===== src/rtl/uut_present_adapter_if.sv =====
// Autotest UUT port group: operands and hold/abort in, folded result and done flag out.
interface uut_present_adapter_if #(
   parameter int BLOCK_W  = 64,
   parameter int KEY_W    = 80,
   parameter int OUTPUT_W = 32
);
   logic                rst_uut;
   logic [BLOCK_W-1:0]  block_i_uut;
   logic [KEY_W-1:0]    key_uut;
   logic                encdec_uut;
   logic [OUTPUT_W-1:0] block_o_uut;
   logic                end_uut;

   modport master (
      output rst_uut, block_i_uut, key_uut, encdec_uut,
      input  block_o_uut, end_uut
   );
   modport slave (
      input  rst_uut, block_i_uut, key_uut, encdec_uut,
      output block_o_uut, end_uut
   );
endinterface


===== src/rtl/uut_present_adapter.sv =====
// Adapter between the autotest UUT port group and a PRESENT core: operand capture,
// core run window sequencing, latency count with timeout, and output folding.
module uut_present_adapter #(
   parameter int BLOCK_W        = 64,
   parameter int KEY_W          = 80,
   parameter int OUTPUT_W       = 32,
   parameter int TIMEOUT_CYCLES = 1024
) (
   input  logic                clk,
   input  logic                rst_n,
   uut_present_adapter_if.slave uut,
   output logic                core_rst,
   output logic [BLOCK_W-1:0]  core_block_i,
   output logic [KEY_W-1:0]    core_key,
   output logic                core_encdec,
   input  logic [BLOCK_W-1:0]  core_block_o,
   input  logic                core_end,
   output logic [31:0]         cycle_count,
   output logic                timeout
);
   localparam int          SLICES = BLOCK_W / OUTPUT_W;
   localparam logic [31:0] TMO    = 32'(TIMEOUT_CYCLES);

   if (BLOCK_W % OUTPUT_W != 0) begin : g_bad_width
      $error("BLOCK_W must be a multiple of OUTPUT_W");
   end
   if (TIMEOUT_CYCLES < 2) begin : g_bad_timeout
      $error("TIMEOUT_CYCLES must be >= 2");
   end

   typedef enum logic [1:0] {IDLE, CAPTURE, RUN, DONE} state_t;

   state_t              state, state_nxt;
   logic [31:0]         cnt_inc;
   logic                tmo_hit;
   logic [OUTPUT_W-1:0] fold;
   logic [OUTPUT_W-1:0] res_q;
   logic                end_q;

   assign uut.block_o_uut = res_q;
   assign uut.end_uut     = end_q;

   always_comb begin
      fold = '0;
      for (int i = 0; i < SLICES; i++) fold ^= core_block_o[i*OUTPUT_W +: OUTPUT_W];
   end

   // Saturating increment; terminal count is judged on the value this cycle will commit.
   assign cnt_inc = (cycle_count == 32'hFFFF_FFFF) ? cycle_count : cycle_count + 32'd1;
   assign tmo_hit = (cnt_inc >= TMO);

   always_ff @(posedge clk or negedge rst_n) begin
      if (!rst_n) state <= IDLE;
      else        state <= state_nxt;
   end

   always_comb begin
      state_nxt = state;
      core_rst  = 1'b1;
      case (state)
         IDLE:    if (!uut.rst_uut) state_nxt = CAPTURE;
         CAPTURE: state_nxt = uut.rst_uut ? IDLE : RUN;
         RUN: begin
            core_rst = 1'b0;
            if (uut.rst_uut)              state_nxt = IDLE;
            else if (core_end || tmo_hit) state_nxt = DONE;
         end
         DONE:    if (uut.rst_uut) state_nxt = IDLE;
         default: state_nxt = IDLE;
      endcase
   end

   always_ff @(posedge clk or negedge rst_n) begin
      if (!rst_n) begin
         core_block_i <= '0;
         core_key     <= '0;
         core_encdec  <= 1'b0;
         cycle_count  <= '0;
         timeout      <= 1'b0;
         res_q        <= '0;
         end_q        <= 1'b0;
      end else begin
         if (state_nxt == IDLE) begin
            res_q <= '0;
            end_q <= 1'b0;
         end
         if (state == CAPTURE) begin
            core_block_i <= uut.block_i_uut;
            core_key     <= uut.key_uut;
            core_encdec  <= uut.encdec_uut;
            cycle_count  <= '0;
            timeout      <= 1'b0;
         end
         // An abort cycle is not counted and never produces a result.
         if (state == RUN && !uut.rst_uut) begin
            cycle_count <= cnt_inc;
            if (core_end) begin
               res_q <= fold;
               end_q <= 1'b1;
            end else if (tmo_hit) begin
               res_q   <= '1;
               end_q   <= 1'b1;
               timeout <= 1'b1;
            end
         end
      end
   end
endmodule

===== src/flat_wrapper.sv =====
// flat-port wrapper written by rule: the top's interface ports become plain ports
module uut_present_adapter_flat 
#(
   parameter int BLOCK_W        = 64,
   parameter int KEY_W          = 80,
   parameter int OUTPUT_W       = 32,
   parameter int TIMEOUT_CYCLES = 1024
)
  (clk, rst_n, core_rst, core_block_i, core_key, core_encdec, core_block_o, core_end, cycle_count, timeout, uut_rst_uut, uut_block_i_uut, uut_key_uut, uut_encdec_uut, uut_block_o_uut, uut_end_uut);
  uut_present_adapter_if #(.BLOCK_W(BLOCK_W), .KEY_W(KEY_W), .OUTPUT_W(OUTPUT_W)) uut_i ();
  input  logic clk;
  input  logic rst_n;
  output logic core_rst;
  output logic [BLOCK_W-1:0] core_block_i;
  output logic [KEY_W-1:0] core_key;
  output logic core_encdec;
  input  logic [BLOCK_W-1:0] core_block_o;
  input  logic core_end;
  output logic [31:0] cycle_count;
  output logic timeout;
  input wire logic [$bits(uut_i.rst_uut)-1:0] uut_rst_uut;
  input wire logic [$bits(uut_i.block_i_uut)-1:0] uut_block_i_uut;
  input wire logic [$bits(uut_i.key_uut)-1:0] uut_key_uut;
  input wire logic [$bits(uut_i.encdec_uut)-1:0] uut_encdec_uut;
  output wire logic [$bits(uut_i.block_o_uut)-1:0] uut_block_o_uut;
  output wire logic [$bits(uut_i.end_uut)-1:0] uut_end_uut;
  assign uut_i.rst_uut = uut_rst_uut;
  assign uut_i.block_i_uut = uut_block_i_uut;
  assign uut_i.key_uut = uut_key_uut;
  assign uut_i.encdec_uut = uut_encdec_uut;
  assign uut_block_o_uut = uut_i.block_o_uut;
  assign uut_end_uut = uut_i.end_uut;
  uut_present_adapter #(.BLOCK_W(BLOCK_W), .KEY_W(KEY_W), .OUTPUT_W(OUTPUT_W), .TIMEOUT_CYCLES(TIMEOUT_CYCLES)) u_core (.clk(clk), .rst_n(rst_n), .uut(uut_i), .core_rst(core_rst), .core_block_i(core_block_i), .core_key(core_key), .core_encdec(core_encdec), .core_block_o(core_block_o), .core_end(core_end), .cycle_count(cycle_count), .timeout(timeout));
endmodule

===== config.mk =====
export PLATFORM = sky130hd
export DESIGN_NAME = uut_present_adapter_flat
export DESIGN_NICKNAME = d
export VERILOG_FILES = /design/src/rtl/uut_present_adapter_if.sv /design/src/rtl/uut_present_adapter.sv /design/src/flat_wrapper.sv
export SDC_FILE = /design/constraint.sdc
export NUM_CORES = 1
export LEC_CHECK = 0
export BUFFER_PORTS_ARGS = -buffer_cell sky130_fd_sc_hd__buf_2
export CORE_AREA = 4 4 165 167
export DETAILED_ROUTE_END_ITERATION = 12
export DIE_AREA = 0 0 169 171
export GPL_ROUTABILITY_DRIVEN = 0
export HOLD_SLACK_MARGIN = 0.06
export PLACE_DENSITY = 0.63
export SYNTH_ARGS = -nofsm -noshare
export SYNTH_HDL_FRONTEND = slang
export SYNTH_SLANG_ARGS = --single-unit

===== constraint.sdc =====
create_clock -name clk -period 3.44 [get_ports clk]
set_clock_uncertainty 0.2 [all_clocks]
set_input_delay 0.688 -clock clk [delete_from_list [all_inputs] [get_ports clk]]
set_output_delay 0.688 -clock clk [all_outputs]
set_load 0.005 [all_outputs]

* After elaboration in Yosys (flattened, before gate mapping)
Index checks and enable logic that the tools add are counted.
** Storage, ports and cells
- Logic and storage cells :: 43
- Flip-flop bits (word level) :: 213
- Output and inout port bits :: 212
- Input bits :: 213
** Operators by class
- Bitwise operators :: 1
- $add $sub $neg :: 1
- $lt $le $gt $ge :: 1
- Equal/unequal tests :: 4
- Reductions and logical operators :: 6
- Muxes and demuxes :: 22
** Operator list (number)
- 32-bit 2-to-1 mux :: 7
- 32-bit by 1-bit adder with 32-bit output (second input constant) :: 1
- 32-bit equality test (second input constant) :: 1
- 32-bit by 11-bit greater-or-equal comparator with 1-bit output (second input constant) :: 1
- 32-bit XOR :: 1
- 2-bit 2-to-1 mux :: 5
- 1-bit 2-to-1 mux :: 9
- 2-bit case mux with 4 select lines :: 1
- 2-bit equality test (second input constant) :: 2
- 2-bit logical NOT :: 2
- 2-bit by 1-bit equality test with 1-bit output (second input constant) :: 1
- 2-bit nonzero test :: 1
- 1-bit logical AND :: 1
- 1-bit logical NOT :: 1
- 1-bit logical OR :: 1

* Logic depth before layout (Yosys ltp)
- Depth in word-level cells :: 12
- Mapped depth :: 11
- Gate-level depth less buffers :: 9

* Least setup slack after synthesis
No wires, ideal clock.
- Path type :: register to register
- Start :: register u_core.cycle_count[15]
- End :: register u_core.res_q[10] (netlist: u_core.uut.block_o_uut[10])
- Data required time :: 3.102 ns
- Cell stages (with the launch flop) :: 11
- Path buffers :: 2
- Slack :: 0.453 ns
- Setup time :: 0.138 ns
- Clock period less this slack :: 2.987 ns
- Arrival :: 2.649 ns
- Cells stage by stage :: dfrtp_1 buf_2 nand4_4 or4_1 nor4_1 mux2_2 nor3_1 nand4_1 o21ai_2 buf_6 a211oi_1
** Between the ends
- Word-level cells in the longest chain between the ends :: 12
- Elaborated cells between the ends (all ways) :: 13
- Classes of those cells :: add/sub: 1; order compare: 1; eq/ne: 1; mux: 8; reduce/logical: 2
** Ends and longest elaborated chain
- from (decl) :: RTL line uut_present_adapter.sv:18 : output logic [31:0] cycle_count,
- from (signal assigned) :: RTL line uut_present_adapter.sv:96 : cycle_count <= cnt_inc;
- 32-bit by 1-bit adder with 32-bit output or 32-bit equality test (tied branches) :: RTL line uut_present_adapter.sv:49 : assign cnt_inc = (cycle_count == 32'hFFFF_FFFF) ? cycle_count : cycle_count + 32'd1;
- 32-bit 2-to-1 mux * :: RTL line uut_present_adapter.sv:49
- 32-bit by 11-bit greater-or-equal comparator with 1-bit output * :: RTL line uut_present_adapter.sv:50 : assign tmo_hit = (cnt_inc >= TMO);
- 1-bit logical OR :: RTL line uut_present_adapter.sv:66 : else if (core_end || tmo_hit) state_nxt = DONE;
- 2-bit 2-to-1 mux :: RTL line uut_present_adapter.sv:66
- 2-bit 2-to-1 mux :: RTL line uut_present_adapter.sv:65 : if (uut.rst_uut) state_nxt = IDLE;
- 2-bit case mux with 4 select lines :: RTL line uut_present_adapter.sv:60 : case (state)
- 2-bit logical NOT :: RTL line uut_present_adapter.sv:83 : if (state_nxt == IDLE) begin
- 32-bit 2-to-1 mux :: RTL line uut_present_adapter.sv:83
- 32-bit 2-to-1 mux :: RTL line uut_present_adapter.sv:100 : end else if (tmo_hit) begin
- 32-bit 2-to-1 mux :: RTL line uut_present_adapter.sv:97 : if (core_end) begin
- 32-bit 2-to-1 mux * :: RTL line uut_present_adapter.sv:95 : if (state == RUN && !uut.rst_uut) begin
- to (signal assigned) :: RTL line uut_present_adapter.sv:98 : res_q <= fold;
- to (decl) :: RTL line uut_present_adapter.sv:37 : logic [OUTPUT_W-1:0] res_q;
Mark *: on every way between the ends. The rest lies on a longest branch, timed or not.
A chain may end at the register's enable or synchronous reset.

* Final worst setup path
- Start :: register u_core.cycle_count[12]
- End :: register u_core.res_q[23] (netlist: u_core.uut.block_o_uut[23])
Same word-level chain as after synthesis.

==> results by stage <==
Outcome:
- The run finished with clean final reports.

CTS:
- At the later pin of the worst-skew pair, clock insertion delay measures 530 ps.
- The depth of the CTS H-tree is 1.
- The tree built by TritonCTS fans out to 213 sinks.
- TritonCTS created 25 clock buffers.
- After clock tree synthesis, the clock-pin slew on the worst setup and hold paths is 60 ps.
- Counting along the longest clock path gives a buffer depth of 3.
- The clock root buffer is sky130_fd_sc_hd__clkbuf_16.
- The TritonCTS clock tree is built.

Die:
- In this run the standard cell core region covers 0.0258 mm2.
- The initial utilization of the core area, before any placement, comes to 36.7%.
- The row count is 59.
- The number of top-level pins is 425.
- The die outline height is 171 um.
- In this run the horizontal extent of the chip is 169 um.
- The die outline area is 0.0289 mm2.

Drt:
- The routed via count divided by cell count is 4.77.
- The total wire length after detailed routing is 31,500 um.
- After detailed routing, the average wire length per cell comes to 16.9 um.
- The total number of vias is 8,875.
- The pre-antenna-repair detailed-routing pass consisted of 5 iterations.
- The number of remaining DRC errors is 0.
- The number of DRC markers in iteration 0 is 727.
- The detail route stage leaves a number of antenna-violating nets equal to 0.

Yosys:
- The number of nets produced by synthesis is 1,296.
- The share of flip-flops with an asynchronous set or reset is 100%.
- The synthesized design spends more area on one cell type than any other, namely sky130_fd_sc_hd__dfrtp_1.
- The Yosys warning count is 0.
- The cell with the most instances after synthesis is sky130_fd_sc_hd__nand2_1.
- The most instantiated flip-flop cell in the synthesis netlist is sky130_fd_sc_hd__dfrtp_1.
- Sorting the synthesized cells by how often they occur yields 467 x sky130_fd_sc_hd__nand2_1, 213 x sky130_fd_sc_hd__dfrtp_1, 57 x sky130_fd_sc_hd__nor2_1.
- Of the synthesized area, sequential elements account for 56.4%.
- The synthesized netlist contains 56 unique library cells.
- The area of the mapped netlist is 0.00945 mm2.
- The per-instance average area after synthesis is 8.73 um2.
- In the post-synthesis netlist, the biggest area contributors are sky130_fd_sc_hd__dfrtp_1 56%, sky130_fd_sc_hd__nand2_1 19%, sky130_fd_sc_hd__xor2_1 3.2%, sky130_fd_sc_hd__a211oi_1 2.6%, sky130_fd_sc_hd__nor2_1 2.3%.
- Counting flops with a built-in enable in the synthesized netlist gives 0.
- The number of instances in the synthesized netlist is 1,082.
- The synthesis-stage register bit count is 213.
- The share of synthesized area in the top cell type comes to 56.4%.

GRT:
- Global routing finished with a remaining overflow of 0.
- In the global route stage, overall resource usage came out at 20.3%.
- The via count of the first global-routing pass is 8,464.
- The number of antenna violations at the first check in global routing is 3.
- The maximum number of pins on one net before global-route repair is 136.
- The first-pass GRT wire length is 47,500 um.

Cells and area:
- Of the cells placed in the final design, the portion with a size suffix greater than 1 is 34.1%.
- Relative to the synthesized area, the layout overhead comes to 37.2%.
- The non-filler instance count after layout is 1,860.
- At the end of the flow, the number of nets in the layout was 1,717.
- The finished cells cover 0.0130 mm2.

Power and ir drop:
- Of the total power, the clock network draws 36.5%.
- Combinational cells account for 20.1% of the total power.
- In this run the power spent charging and discharging nets is 2.17 mW.
- The internal portion of the total power is 5.22 mW.
- The total leakage power is 7.16 nW.
- The cell area power density is 570 mW/mm2.
- The switching portion of total power is 29.3%.
- VDD sags by at most 0.000467 V.
- The share of total power dissipated in sequential elements is 43.4%.
- The total power of the final layout is 7.39 mW.

Worst setup path:
- The startpoint of the worst setup timing path is u_core.cycle_count[12]$_DFFE_PN0P_.
- At the worst endpoint, the required time is 3630 ps.
- STA classifies the critical path endpoint as a flip-flop.
- The critical path class is flip-flop to flip-flop.
- The critical path launch point type is a flip-flop.
- The start of the worst register-to-register path is u_core.cycle_count[12]$_DFFE_PN0P_.
- The reg2reg setup slack is 140 ps.
- The number of cells on the worst reg-to-reg path is 11.
- The peak fanout along the critical path is 32.
- Data on the critical path arrives at its endpoint at 3480 ps.
- The destination of the worst register-to-register timing path is u_core.uut.block_o_uut[23]$_DFF_PN0_.

STA:
- The final hold violation count is 0.
- Setup violations remaining at the end of the flow were counted as 0.
- The peak clock frequency supported by timing is 303 MHz.
- Subtracting the final worst setup slack from the clock period gives 3300 ps.
- The number of slew-limit violations in the final report is 0.
- The remaining max-slew budget at the tightest pin is 56.1%.
- After layout, the worst setup slack is 142 ps.
- Dividing the final minimum period by the clock period gives 95.9%.
- At the pin with the least slew margin, the transition time is 659 ps.

Worst hold path:
- The worst hold path startpoint is uut_block_i_uut[15].
- The path category of the worst min-delay check is input port to flip-flop.
- Counting instances, the worst hold path has a depth of 3.
- For hold timing, the worst endpoint is u_core.core_block_i[15]$_DFFE_PN0P_.

Placed design:
- The count of input and output buffers is 424.
- The sum of net half-perimeters after detailed placement is 23,000 um.
- Counting tap cells, the placed design contains a total of 1,806 instances.
- In this run the cell area measured after placement is 0.0120 mm2.
- Prior to clock tree synthesis, the placed netlist has a worst setup slack of -153 ps.

Job:
- The number of max-capacitance violations reported is 0.
==> logic make-up after synthesis <==
group                      synth area share, %
DFF                                       56.4
buffers and inverters                     4.28
xor gates and xnor gates                  3.71
adders and majority gates                0.132
muxes                                    0.662
AOI/OAI and AO/OA                         8.39
and+or+nand+nor                           26.4
==> layout make-up <==
type / count / area [um2]
Antenna cell: 3 / 7.51
Clock buffer: 31 / 668
Clock inverter: 15 / 174
Fill cell: 2504 / 12800
Inverter: 36 / 135
Multi-Input combinational cell: 770 / 3780
Sequential cell: 213 / 5330
Tap cell: 335 / 419
Timing Repair Buffer: 457 / 2440
==> layout by cell type (no fill, tap or decap), types with 3 or more instances in the layout <==
master	synthesis	final
sky130_fd_sc_hd__buf_12	0	5
sky130_fd_sc_hd__inv_1	36	36
sky130_fd_sc_hd__bufinv_16	0	3
sky130_fd_sc_hd__buf_4	0	27
sky130_fd_sc_hd__nand3_1	23	23
sky130_fd_sc_hd__nor3_1	8	7
sky130_fd_sc_hd__clkbuf_16	0	25
sky130_fd_sc_hd__diode_2	0	3
sky130_fd_sc_hd__o21ai_0	37	37
sky130_fd_sc_hd__a31oi_1	7	6
sky130_fd_sc_hd__mux2i_1	4	4
sky130_fd_sc_hd__dfrtp_1	213	213
sky130_fd_sc_hd__buf_2	8	423
sky130_fd_sc_hd__or3_1	5	3
sky130_fd_sc_hd__nand4_1	12	12
sky130_fd_sc_hd__nor2_1	57	57
sky130_fd_sc_hd__xnor2_1	5	5
sky130_fd_sc_hd__and3_1	7	7
sky130_fd_sc_hd__o211ai_1	3	3
sky130_fd_sc_hd__clkbuf_8	0	3
sky130_fd_sc_hd__clkbuf_1	49	4
sky130_fd_sc_hd__clkinv_2	0	8
sky130_fd_sc_hd__nor4_1	5	5
sky130_fd_sc_hd__a21oi_1	9	9
sky130_fd_sc_hd__xor2_1	35	35
sky130_fd_sc_hd__nand2_1	467	467
sky130_fd_sc_hd__or4_1	4	3
sky130_fd_sc_hd__a211oi_1	33	33
sky130_fd_sc_hd__o31ai_1	6	6
==> power by group through the flow <==
stage | clock network, mW | logic, mW | registers [mW]
2_1_floorplan | 0 | 0.558 | 3.28
3_3_place_gp | 0 | 1.50 | 3.23
3_5_place_dp | 0 | 1.52 | 3.24
4_1_cts | 2.77 | 1.52 | 3.20
5_1_grt | 2.88 | 1.67 | 3.26
6_report | 2.70 | 1.48 | 3.20
==> state kept, by name, summed over array words and instances (netlist names) <==
signal / count
u_core.cycle_count: 32
u_core.uut.end_uut: 1
u_core.uut.block_o_uut: 32
u_core.state: 2
u_core.core_encdec: 1
u_core.timeout: 1
u_core.core_block_i: 64
u_core.core_key: 80
==> worst max-delay path by stage <==
stage / end / slack (ps) / cells past startpoint
global route: u_core.uut.block_o_uut[23]$_DFF_PN0_ / -1 / 10
global placement: u_core.uut.block_o_uut[24]$_DFF_PN0_ / -80 / 10
CTS: u_core.uut.block_o_uut[4]$_DFF_PN0_ / 140 / 10
detailed placement: u_core.uut.block_o_uut[4]$_DFF_PN0_ / -150 / 10
floorplan: u_core.uut.block_o_uut[10]$_DFF_PN0_ / 450 / 10
finish: u_core.uut.block_o_uut[23]$_DFF_PN0_ / 140 / 11
==> critical path: stages, from the launching register on <==
cell,delay (ps)
sky130_fd_sc_hd__dfrtp_1,490
sky130_fd_sc_hd__nand4_1,140
sky130_fd_sc_hd__buf_4,180
sky130_fd_sc_hd__nor4_4,400
sky130_fd_sc_hd__buf_4,210
sky130_fd_sc_hd__a41oi_1,150
sky130_fd_sc_hd__a2111oi_2,550
sky130_fd_sc_hd__buf_4,200
sky130_fd_sc_hd__nand3b_1,100
sky130_fd_sc_hd__o21ai_2,190
sky130_fd_sc_hd__buf_12,210
sky130_fd_sc_hd__a211oi_1,110
==> per-layer routing <==
| layer | vias to the layer above | part of all wire (%) | wire length, um | track usage [%] |
|---|---|---|---|---|
| met1 | 4111 | 41 | 13000 | 27.3 |
| met5 | - | 0 | 0 | 0 |
| li1 | 4340 | - | - | - |
| met2 | 366 | 49 | 15400 | 33.4 |
| met4 | 0 | 2.7 | 866 | 6.41 |
| met3 | 58 | 7.2 | 2260 | 4.00 |
==> per-stage QoR <==
step                      utilization, %  TNS [ps]  hold slack (ps)
final                               50.3         0              146
after global routing                50.3     -1.43              124
after CTS                           50.0         0              118
after detailed placement            46.6     -4340              256
after global placement              46.6     -2380              253
after floorplan                        -         0              192
==> what timing repair did <==
action / CTS / global route
buffers inserted: 0 / 4
hold buffers: 1 / 0
gates resized for setup: 2 / 8
setup endpoints to repair: 32 / 32
endpoints found under the hold margin: 68 / 0
pin swaps: 0 / 2
(Power assumes the default switching activity.)
